### src/rtl/jk_mod_counter_if.sv
// jk_mod_counter_if: control and count signals of the JK modulo counter
interface jk_mod_counter_if #(parameter int WIDTH = 4);
  logic             start;
  logic             stop;
  logic             en;
  logic             up;
  logic             load;
  logic [WIDTH-1:0] din;
  logic [WIDTH-1:0] q;
  logic [WIDTH-1:0] qb;
  logic             tc;
  logic             busy;
  logic             err;
  modport master (output start, stop, en, up, load, din, input q, qb, tc, busy, err);
  modport slave  (input start, stop, en, up, load, din, output q, qb, tc, busy, err);
endinterface

### src/rtl/jk_mod_counter.sv
// jk_mod_counter: start/stop controlled up/down modulo counter built from per-bit JK flops
module jk_mod_counter #(
  parameter int WIDTH = 4,
  parameter int MOD   = 10
) (
  input logic              clk,
  input logic              rst,
  jk_mod_counter_if.slave  bus
);
  typedef enum logic {IDLE = 1'b0, RUN = 1'b1} state_t;
  localparam logic [WIDTH-1:0] MAXV = WIDTH'(MOD - 1);
  localparam logic [WIDTH:0]   MODW = (WIDTH + 1)'(MOD);
  state_t           r_state, w_state_nx;
  logic [WIDTH-1:0] r_q;
  logic             r_tc, r_err;
  logic             w_count, w_wrap, w_over;
  logic [WIDTH-1:0] w_cnt, w_ldv, w_t, w_j, w_k;
  assign w_over  = {1'b0, bus.din} >= MODW;
  assign w_ldv   = w_over ? MAXV : bus.din;
  assign w_count = (r_state == RUN) && bus.en && !bus.load && !bus.stop;
  assign w_wrap  = bus.up ? (r_q == MAXV) : (r_q == '0);
  assign w_cnt   = bus.up ? (w_wrap ? '0 : r_q + WIDTH'(1)) : (w_wrap ? MAXV : r_q - WIDTH'(1));
  assign w_t     = r_q ^ w_cnt;
  assign w_j     = rst ? '0 : bus.load ? w_ldv  : w_count ? w_t : '0;
  assign w_k     = rst ? '1 : bus.load ? ~w_ldv : w_count ? w_t : '0;
  // stop dominates start; otherwise start moves IDLE to RUN
  always_comb begin
    w_state_nx = r_state;
    w_state_nx = bus.stop ? IDLE : bus.start ? RUN : r_state;
  end
  // state register
  always_ff @(posedge clk) begin
    r_state <= rst ? IDLE : w_state_nx;
  end
  // JK update of every count bit: set, clear, toggle or hold
  always_ff @(posedge clk) begin
    r_q <= (w_j & ~r_q) | (~w_k & r_q);
  end
  // wrap pulse and sticky out-of-range load flag
  always_ff @(posedge clk) begin
    r_tc  <= !rst && w_count && w_wrap;
    r_err <= !rst && (r_err || (bus.load && w_over));
  end
  assign bus.q    = r_q;
  assign bus.qb   = ~r_q;
  assign bus.tc   = r_tc;
  assign bus.busy = (r_state == RUN);
  assign bus.err  = r_err;
endmodule

### src/flat_wrapper.sv
// flat-port wrapper written by rule: the top's interface ports become plain ports
module jk_mod_counter_flat 
#(
  parameter int WIDTH = 4,
  parameter int MOD   = 10
)
  (clk, rst, bus_start, bus_stop, bus_en, bus_up, bus_load, bus_din, bus_q, bus_qb, bus_tc, bus_busy, bus_err);
  jk_mod_counter_if #(.WIDTH(WIDTH)) bus_i ();
  input logic clk;
  input logic rst;
  input wire logic [$bits(bus_i.start)-1:0] bus_start;
  input wire logic [$bits(bus_i.stop)-1:0] bus_stop;
  input wire logic [$bits(bus_i.en)-1:0] bus_en;
  input wire logic [$bits(bus_i.up)-1:0] bus_up;
  input wire logic [$bits(bus_i.load)-1:0] bus_load;
  input wire logic [$bits(bus_i.din)-1:0] bus_din;
  output wire logic [$bits(bus_i.q)-1:0] bus_q;
  output wire logic [$bits(bus_i.qb)-1:0] bus_qb;
  output wire logic [$bits(bus_i.tc)-1:0] bus_tc;
  output wire logic [$bits(bus_i.busy)-1:0] bus_busy;
  output wire logic [$bits(bus_i.err)-1:0] bus_err;
  assign bus_i.start = bus_start;
  assign bus_i.stop = bus_stop;
  assign bus_i.en = bus_en;
  assign bus_i.up = bus_up;
  assign bus_i.load = bus_load;
  assign bus_i.din = bus_din;
  assign bus_q = bus_i.q;
  assign bus_qb = bus_i.qb;
  assign bus_tc = bus_i.tc;
  assign bus_busy = bus_i.busy;
  assign bus_err = bus_i.err;
  jk_mod_counter #(.WIDTH(WIDTH), .MOD(MOD)) u_core (.clk(clk), .rst(rst), .bus(bus_i));
endmodule
### config.mk
export PLATFORM = sky130hd
export DESIGN_NAME = jk_mod_counter_flat
export DESIGN_NICKNAME = d
export VERILOG_FILES = /design/src/rtl/jk_mod_counter_if.sv /design/src/rtl/jk_mod_counter.sv /design/src/flat_wrapper.sv
export SDC_FILE = /design/constraint.sdc
export NUM_CORES = 1
export LEC_CHECK = 0
export CAP_MARGIN = 20
export CORE_AREA = 2 2 39 41
export DETAILED_ROUTE_END_ITERATION = 10
export DIE_AREA = 0 0 41 43
export PLACE_DENSITY_LB_ADDON = 0.3
export SYNTH_ARGS = -nofsm -noshare
export SYNTH_HDL_FRONTEND = slang
export SYNTH_SLANG_ARGS = --single-unit
### constraint.sdc
create_clock -name clk -period 3.56 [get_ports clk]
set_input_delay 0.356 -clock clk [delete_from_list [all_inputs] [get_ports clk]]
set_output_delay 0.356 -clock clk [all_outputs]
set_load 0.01 [all_outputs]
==> flow_summary_export.csv, run 1 <==
group,metric,value,unit
outcome,status,"completed",
floorplanning,core_area,1380,um^2
sta,fin_setup_tns,0,ns
clock_tree,cts.clk_slew.worst_paths,0.05,ns
critical_path,critPathArrivalTime,1.36,ns
synth,synth_area,478,um^2
synth,synthSimpleGateAreaFrac,0.228,
sta,fmax,0.584,GHz
synth,synth_top_family_by_area,"compound AO/OA/AOI/OAI gates",
pwr,power_density,308,nW/um^2
pwr,ir_drop,0.132,mV
synth,synth_compound_area_frac,0.306,
layout,fin_nets,97,
drt,detail-route-antenna-nets,0,
sta,rsz0062_at_grt,"false",
critical_path,crit_path_top_delay_cell,"clkdlybuf4s50_1",
synth,synth_top_cells_by_count,"dfxtp_1 (7), inv_1 (6), a21oi_1 (5), nor2_1 (5)",
synth,synth_warnings,0,
floorplanning,ios,22,
sta,fin_ws,1.85,ns
sta,maxSlewViolCount,0,
layout,final_util,0.524,
critical_path,path_class,"reg -> out",
sta,layout_min_cycle_time,1.71,ns
sta,worst_pin_slew,0.373,ns
critical_path,endpoint_kind,"primary output",
min_path,min_path_type,"reg -> reg",
synth,synth_cells,59,
clock_tree,postCtsHoldBufs,0,
floorplanning,dieArea,1760,um^2
synth,synth_fa_ha_area_frac,0.0785,
floorplanning,die_h,43,um
pwr,power,0.000223,W
clock_tree,clk_latency,0.24,ns
global_routing,grt_max_degree,12,
layout,num_antenna_cells,0,
synth,synth_area_leader_cell,"dfxtp_1",
synth,ys_top_cells_by_area,"dfxtp_1 (29%), ha_1 (7.9%), a21oi_1 (5.2%), inv_1 (4.7%), nor2_1 (3.9%)",
flow_run,drv_cap,0,
synth,synth-edff-count,0,
critical_path,slowest_delay,0.50,ns
clock_tree,cts_buffers,3,
layout,area_delta_synth_final,51.8,%
place,gp_congestion,0.837,
place,dp_hpwl,863,um
critical_path,cp_max_fo,8,
critical_path,start_kind,"flop",
sta,slew_headroom,0.748,
drt,drt_iter0_drc,6,
critical_path,critical_path.cell_chain,"inv_1 > clkdlybuf4s50_1",
clock_tree,cts_resized,0,
synth,seq_area_frac_synth,0.293,
floorplanning,die_w,41,um
clock_tree,cts_tree,"built",
clock_tree,clock-root-buffer,"clkbuf_4",
clock_tree,post-cts-setup-buffers,0,
drt,wl_per_cell,12.3,um
global_routing,grt_overflow,0,
synth,synth_flop_cell,"dfxtp_1",
drt,drtPass1Iterations,4,
synth,synth_most_common_cell,"dfxtp_1",
synth,synth_fp_nets,73,
place,numPortBuffers,21,
clock_tree,cts.sinks,7,
global_routing,grt.total_usage,0.160,
global_routing,antenna_found_initial,0,
place,place_ws,1.64,ns
drt,vias,536,
synth,ys_seq_elements,7,
synth,synth_top_area_frac,0.293,
synth,synth_xor_area_frac,0,
sta,fin_skew,0.00199,ns
critical_path,cp.required,3.20,ns
sta,setup_viol,0,
floorplanning,row_count,14,
layout,drive_gt1_frac,0.0732,
synth,synthMuxAreaShare,0.0209,
drt,wirelength,1210,um
critical_path,cp_top_family,"buffers and inverters",
synth,async_flop_share,0,
sta,hold_viol_final,0,
drt,drcViolationCount,0,
drt,vias_per_cell,5.47,
clock_tree,htree_levels,1,
critical_path,critPathBufInv,2,
sta,finalCritPeriodShare,0.481,
global_routing,grt_pass1_wl,1930,um
floorplanning,initial_core_util,0.345,
synth,avgSynthCellArea,8.10,um^2
clock_tree,clockBufferDepth,2,
synth,synth_cell_type_count,29,
global_routing,grt_pass1_vias,450,
pwr,power_leakage,0.284,nW
power by group:
| group | switching, W | internal, W |
|---|---|---|
| logic | 0.0000273 | 0.0000354 |
| registers | 0.00000769 | 0.0000831 |
| clock network | 0.0000272 | 0.0000426 |
flip-flops by register name (all words and copies together) (netlist names):
signal,flops
u_core.bus.tc,1
u_core.bus.err,1
u_core.bus.busy,1
u_core.bus.q,4
layer usage:
metal,track usage,wire [um],up-vias,share of wire
li1,-,-,269,-
met2,0.191,486,27,0.40
met1,0.243,587,238,0.49
met5,0,0,-,0
met4,0.100,12,0,0.0099
met3,0.0419,121,2,0.10
worst min-delay path: stages, from the launching register on:
cell and delay [ns]:
dfxtp_1 0.30, inv_1 0.04, a21oi_1 0.05
per-stage QoR:
| step | cells | hold slack [ns] | cell area (um^2) |
|---|---|---|---|
| 6_report | 98 | 0.442 | 726 |
| 2_1_floorplan | 59 | 0.425 | 478 |
| 3_3_place_gp | 94 | 0.439 | 699 |
| 3_5_place_dp | 94 | 0.439 | 699 |
| 4_1_cts | 98 | 0.447 | 726 |
| 5_1_grt | 98 | 0.465 | 726 |
worst paths after layout:
check | slack [ns] | from | endpoint | depth (start not counted)
max | 1.85 | u_core.bus.q[0] | bus_qb[0] | 2
min | 0.44 | u_core.bus.err | u_core.bus.err | 2
max reg2reg | 1.98 | u_core.bus.q[0] | u_core.bus.q[2] | 6
min reg2reg | 0.44 | u_core.bus.err | u_core.bus.err | 2
cell usage in the layout (no fill, tap or decap), drive strengths merged, types with 3 or more instances in the layout:
master,netlist,layout
clkdlybuf4s50,0,21
dfxtp,7,7
inv,7,7
nor2,5,5
a21oi,5,5
clkbuf,1,4
nor4,3,3
ha,3,3
kinds of logic after synthesis:
kind of cell,after synthesis
buffers and inverters,9
multiplexers,1
adder cells (fa/ha/maj),3
flip-flops,7
AND/OR/NAND/NOR,19
AO/OA/AOI/OAI,20
cell type report:
cell class	instances	area, um^2
fillers	131	658
clock buffers	4	26.3
multi-input cells	43	303
flip-flops and latches	7	140
repair buffers	21	210
inverters	7	26.3
well taps	16	20.0
No activity file was read; power rests on OpenSTA's default activity.
==> run 2, diff against run 1 <==
==> constraint.sdc (replaced) <==
create_clock -name clk -period 1.72 [get_ports clk]
set_input_delay 0.172 -clock clk [delete_from_list [all_inputs] [get_ports clk]]
set_output_delay 0.172 -clock clk [all_outputs]
set_load 0.01 [all_outputs]
==> run 2 against run 1 <==
  * Critical path type is now reg -> reg
  * Sequential power rose by 100%
  * Critical endpoint is now u_core.bus.q[3]
  * Global-route usage rose by 1.0 points
  * Sequential cell count did not move
  * Die area did not move
  * Combinational power rose by 130%
  * Worst setup slack got worse by 1.7 ns
==> flow_summary_export.csv, run 2 (synthesized netlist as in run 1, its figures left out) <==
group,metric,value,unit
critical_path,cp.required,1.86,ns
sta,setup_viol,0,
floorplanning,dieArea,1760,um^2
floorplanning,row_count,14,
layout,fin_nets,100,
clock_tree,cts_buffers,3,
global_routing,antenna_found_initial,0,
layout,largest_reg_flops,4,
sta,finalCritPeriodShare,0.894,
global_routing,grt_max_degree,10,
pwr,power_density,637,nW/um^2
global_routing,grt_use_met2,0.234,
critical_path,endpoint_kind,"flop",
global_routing,top_usage_layer,"met2",
global_routing,grtUsageMet3,0.0366,
sta,slew_headroom,0.718,
clock_tree,cts_resized,0,
clock_tree,cts.clk_slew.worst_paths,0.05,ns
critical_path,critPathArrivalTime,1.68,ns
global_routing,grt.total_usage,0.171,
layout,final_cell_mix,"clkdlybuf4s50_1 (21), dfxtp_1 (7), inv_1 (6), nor2_1 (5), a21oi_1 (5)",
global_routing,grt_pass1_vias,485,
pwr,power_leakage,0.299,nW
layout,drive_gt1_frac,0.106,
drt,drt_iter0_drc,6,
clock_tree,cts.sinks,7,
drt,vias_per_cell,5.44,
drt,wirelength,1360,um
critical_path,critPathBufInv,1,
sta,fin_setup_tns,0,ns
critical_path,r2r_cells,4,
drt,vias,549,
place,dp_hpwl,979,um
critical_path,cp_top_family,"compound AO/OA/AOI/OAI gates",
global_routing,grt_overflow,0,
drt,drcViolationCount,0,
sta,layout_min_cycle_time,1.54,ns
floorplanning,die_h,43,um
layout,num_antenna_cells,0,
clock_tree,clock-root-buffer,"clkbuf_4",
critical_path,slowest_delay,0.45,ns
min_path,whs_path_depth,2,
critical_path,start_kind,"flop",
layout,area_delta_synth_final,56.5,%
critical_path,crit_path_top_delay_cell,"dfxtp_1",
clock_tree,clk_latency,0.25,ns
sta,fin_skew,0.00145,ns
drt,drtPass1Iterations,4,
drt,wl_per_cell,13.5,um
clock_tree,cts_tree,"built",
clock_tree,htree_levels,1,
critical_path,cp_max_fo,8,
global_routing,grt_pass1_wl,2060,um
min_path,min_path_type,"reg -> reg",
sta,fmax,0.650,GHz
critical_path,worst-path-stages,4,
critical_path,critical_path.cell_chain,"inv_2 > o41ai_2 > a22oi_1 > o311a_1",
place,numPortBuffers,21,
floorplanning,die_w,41,um
floorplanning,core_area,1380,um^2
pwr,ir_drop,0.269,mV
sta,maxSlewViolCount,0,
flow_run,drv_cap,0,
place,gp_congestion,0.791,
clock_tree,postCtsHoldBufs,0,
sta,hold_viol_final,0,
sta,worst_pin_slew,0.418,ns
clock_tree,post-cts-setup-buffers,0,
critical_path,path_class,"reg -> reg",
outcome,status,"completed",
clock_tree,clockBufferDepth,2,
layout,mostFrequentLayoutCell,"clkdlybuf4s50_1",
pwr,power,0.000477,W
floorplanning,initial_core_util,0.345,
floorplanning,ios,22,
sta,rsz0062_at_grt,"false",
drt,detail-route-antenna-nets,0,
global_routing,grt_use_met1,0.232,
==> run 2: cell count changes in the layout (fill, tap and decap cells not counted), sizes merged <==
cell,change
buf,+3
==> run 2: power breakdown <==
group | switching [W] | internal [W] | total [W]
Clock | 0.0000613 | 0.0000886 | 0.000150
Combinational | 0.0000645 | 0.0000790 | 0.000144
Sequential | 0.0000113 | 0.000172 | 0.000183
Total | 0.000137 | 0.000339 | 0.000477
==> run 2: worst reg2reg max path: stages, from the launching register on <==
cell and delay, ns:
dfxtp_1 0.45, inv_2 0.10, o41ai_2 0.40, a22oi_1 0.14, o311a_1 0.33
==> run 2: per-stage QoR <==
stage | cells | cell area, um^2 | setup slack (ns) | hold WS [ns] | util
global route | 101 | 748 | 0.0861 | 0.455 | 0.541
floorplan | 59 | 478 | 0.207 | 0.241 | -
finish | 101 | 748 | 0.182 | 0.449 | 0.541
global placement | 97 | 722 | 0.0554 | 0.436 | 0.522
CTS | 101 | 748 | 0.184 | 0.448 | 0.541
detailed placement | 97 | 722 | -0.00150 | 0.440 | 0.522
==> run 2: final cells by class <==
cell class / count / area (um^2)
clock buffer: 4 / 26.3
tap: 16 / 20.0
sequential: 7 / 140
multi-input combinational: 43 / 303
timing repair buffer: 24 / 233
fill: 148 / 636
inverter: 7 / 26.3
==> run 2: layer usage <==
layer | up-vias | routed length [um]
met4 | 0 | 39
met3 | 4 | 155
met1 | 234 | 634
li1 | 277 | -
met2 | 34 | 530
met5 | - | 0
==> run 2: worst paths after layout <==
check,start,slack [ns],end
worst max-delay path,u_core.bus.q[3],0.18,u_core.bus.q[3]
worst min-delay path,u_core.bus.err,0.45,u_core.bus.err
worst max register to register,u_core.bus.q[3],0.18,u_core.bus.q[3]
worst min register to register,u_core.bus.err,0.45,u_core.bus.err
==> run 3, diff against run 2 <==
--- a/config.mk
+++ b/config.mk
@@ -10,6 +10,7 @@
 export DETAILED_ROUTE_END_ITERATION = 10
 export DIE_AREA = 0 0 41 43
 export PLACE_DENSITY_LB_ADDON = 0.3
+export RECOVER_POWER = 100
 export SYNTH_ARGS = -nofsm -noshare
 export SYNTH_HDL_FRONTEND = slang
 export SYNTH_SLANG_ARGS = --single-unit
==> run 3 against run 2 <==
  * Via count increased by 0.36%
  * Clock skew about the same
  * Clock power hardly changed
  * Critical path depth down 2
  * Final cell count is the same
  * Power is 1.7% lower
  * Global-route usage unchanged
==> flow_summary_export.csv, run 3 (synthesized netlist as in run 1, its figures left out) <==
group,metric,value,unit
outcome,status,"completed",
critical_path,slowest_delay,0.61,ns
min_path,whs_path_depth,2,
critical_path,r2r_start,"u_core.bus.q[3]",
layout,fin_nets,100,
sta,maxSlewViolCount,0,
clock_tree,cts_tree,"built",
critical_path,r2r_cells,4,
drt,wirelength,1350,um
place,dp_cells,97,
sta,rsz0062_at_grt,"false",
pwr,power_density,629,nW/um^2
critical_path,cp_max_fo,5,
sta,finalCritPeriodShare,0.922,
sta,worst_pin_slew,0.418,ns
drt,vias_per_cell,5.46,
critical_path,critical_path.cell_chain,"buf_4 > dlygate4sd3_1",
min_path,min_path_type,"reg -> reg",
sta,layout_min_cycle_time,1.59,ns
clock_tree,htree_levels,1,
min_path,min-delay-start,"u_core.bus.err",
sta,fmax,0.630,GHz
layout,final_util,0.538,
place,numPortBuffers,21,
pwr,power_leakage,0.309,nW
pwr,ir_drop,0.264,mV
drt,drt_iter0_drc,6,
floorplanning,core_area,1380,um^2
place,gp_congestion,0.791,
clock_tree,post-cts-setup-buffers,0,
critical_path,crit_path_top_delay_cell,"dlygate4sd3_1",
clock_tree,clock-root-buffer,"clkbuf_4",
layout,largest_reg_flops,4,
critical_path,endpoint_kind,"primary output",
flow_run,drv_cap,0,
floorplanning,die_h,43,um
critical_path,path_class,"reg -> out",
drt,highest_layer,"met4",
critical_path,start_kind,"flop",
clock_tree,postCtsHoldBufs,0,
drt,wl_met3,147,um
drt,met2_length,530,um
critical_path,critPathArrivalTime,1.41,ns
clock_tree,cts_resized,0,
drt,drcViolationCount,0,
critical_path,regToRegSetupSlack,0.19,ns
place,dp_hpwl,979,um
layout,final_cell_mix,"dlygate4sd3_1 (12), clkdlybuf4s50_1 (9), dfxtp_1 (7), inv_1 (6)",
sta,hold_viol_final,0,
drt,drtPass1Iterations,4,
global_routing,grt_pass1_vias,485,
clock_tree,cts.sinks,7,
layout,num_antenna_cells,0,
sta,setup_viol,0,
layout,finalInstanceArea,744,um^2
floorplanning,row_count,14,
clock_tree,cts_buffers,3,
layout,stdcell_count,101,
floorplanning,initial_core_util,0.345,
floorplanning,die_w,41,um
critical_path,critPathBufInv,2,
global_routing,grt_overflow,0,
place,placed_cell_area,722,um^2
critical_path,cp.required,1.55,ns
drt,vias,551,
floorplanning,ios,22,
drt,wl_met1,631,um
global_routing,antenna_found_initial,0,
critical_path,r2r_end,"u_core.bus.q[3]",
global_routing,grt_max_degree,10,
clock_tree,clk_latency,0.25,ns
clock_tree,clockBufferDepth,2,
drt,detail-route-antenna-nets,0,
drt,wl_per_cell,13.3,um
layout,mostFrequentLayoutCell,"dlygate4sd3_1",
layout,drive_gt1_frac,0.0941,
sta,fin_skew,0.00144,ns
layout,area_delta_synth_final,55.8,%
sta,slew_headroom,0.718,
global_routing,grt.total_usage,0.171,
clock_tree,cts.clk_slew.worst_paths,0.05,ns
min_path,hold-path-endpoint,"u_core.bus.err",
critical_path,worst-path-stages,2,
floorplanning,dieArea,1760,um^2
global_routing,grt_pass1_wl,2060,um
critical_path,cp_top_family,"buffers and inverters",
[run 3: tightest hold or removal path, cell delays in order, from the launching register on]
cell     delay (ns)
dfxtp_1        0.30
inv_1          0.04
a21oi_1        0.05
[run 3: where the power goes]
part           switching [W]  internal, W  total [W]
clock              0.0000613    0.0000886   0.000150
combinational      0.0000640    0.0000718   0.000136
sequential         0.0000109     0.000172   0.000183
[run 3: through the flow]
| stage | worst slack [ns] | hold slack (ns) | TNS (ns) | power [W] |
|---|---|---|---|---|
| after floorplan | 0.207 | 0.241 | 0 | 0.000251 |
| after global placement | 0.0554 | 0.436 | 0 | 0.000327 |
| after detailed placement | -0.00150 | 0.440 | -0.00209 | 0.000328 |
| after CTS | 0.184 | 0.448 | 0 | 0.000482 |
| after global routing | 0.0768 | 0.452 | 0 | 0.000498 |
| final | 0.134 | 0.446 | 0 | 0.000469 |
[run 3: how the worst max path moves through the flow]
| stage | from | endpoint |
|---|---|---|
| 2_1_floorplan | u_core.bus.q[0] | u_core.bus.q[2] |
| 3_3_place_gp | bus_up | u_core.bus.q[0] |
| 3_5_place_dp | bus_up | u_core.bus.q[3] |
| 4_1_cts | u_core.bus.q[2] | bus_qb[2] |
| 5_1_grt | u_core.bus.q[3] | bus_qb[3] |
| 6_report | u_core.bus.q[0] | bus_q[0] |
[run 3: metal layers]
metal / vias up / track usage
li1: 276 / -
met1: 238 / 0.232
met2: 33 / 0.234
met3: 4 / 0.0366
met4: 0 / 0.107
met5: - / 0
[run 3: layout make-up]
class	instances	area, um^2
fillers	150	639
multi-input cells	43	303
repair buffers	24	229
flip-flops and latches	7	140
clock buffers	4	26.3
inverters	7	26.3
well taps	16	20.0
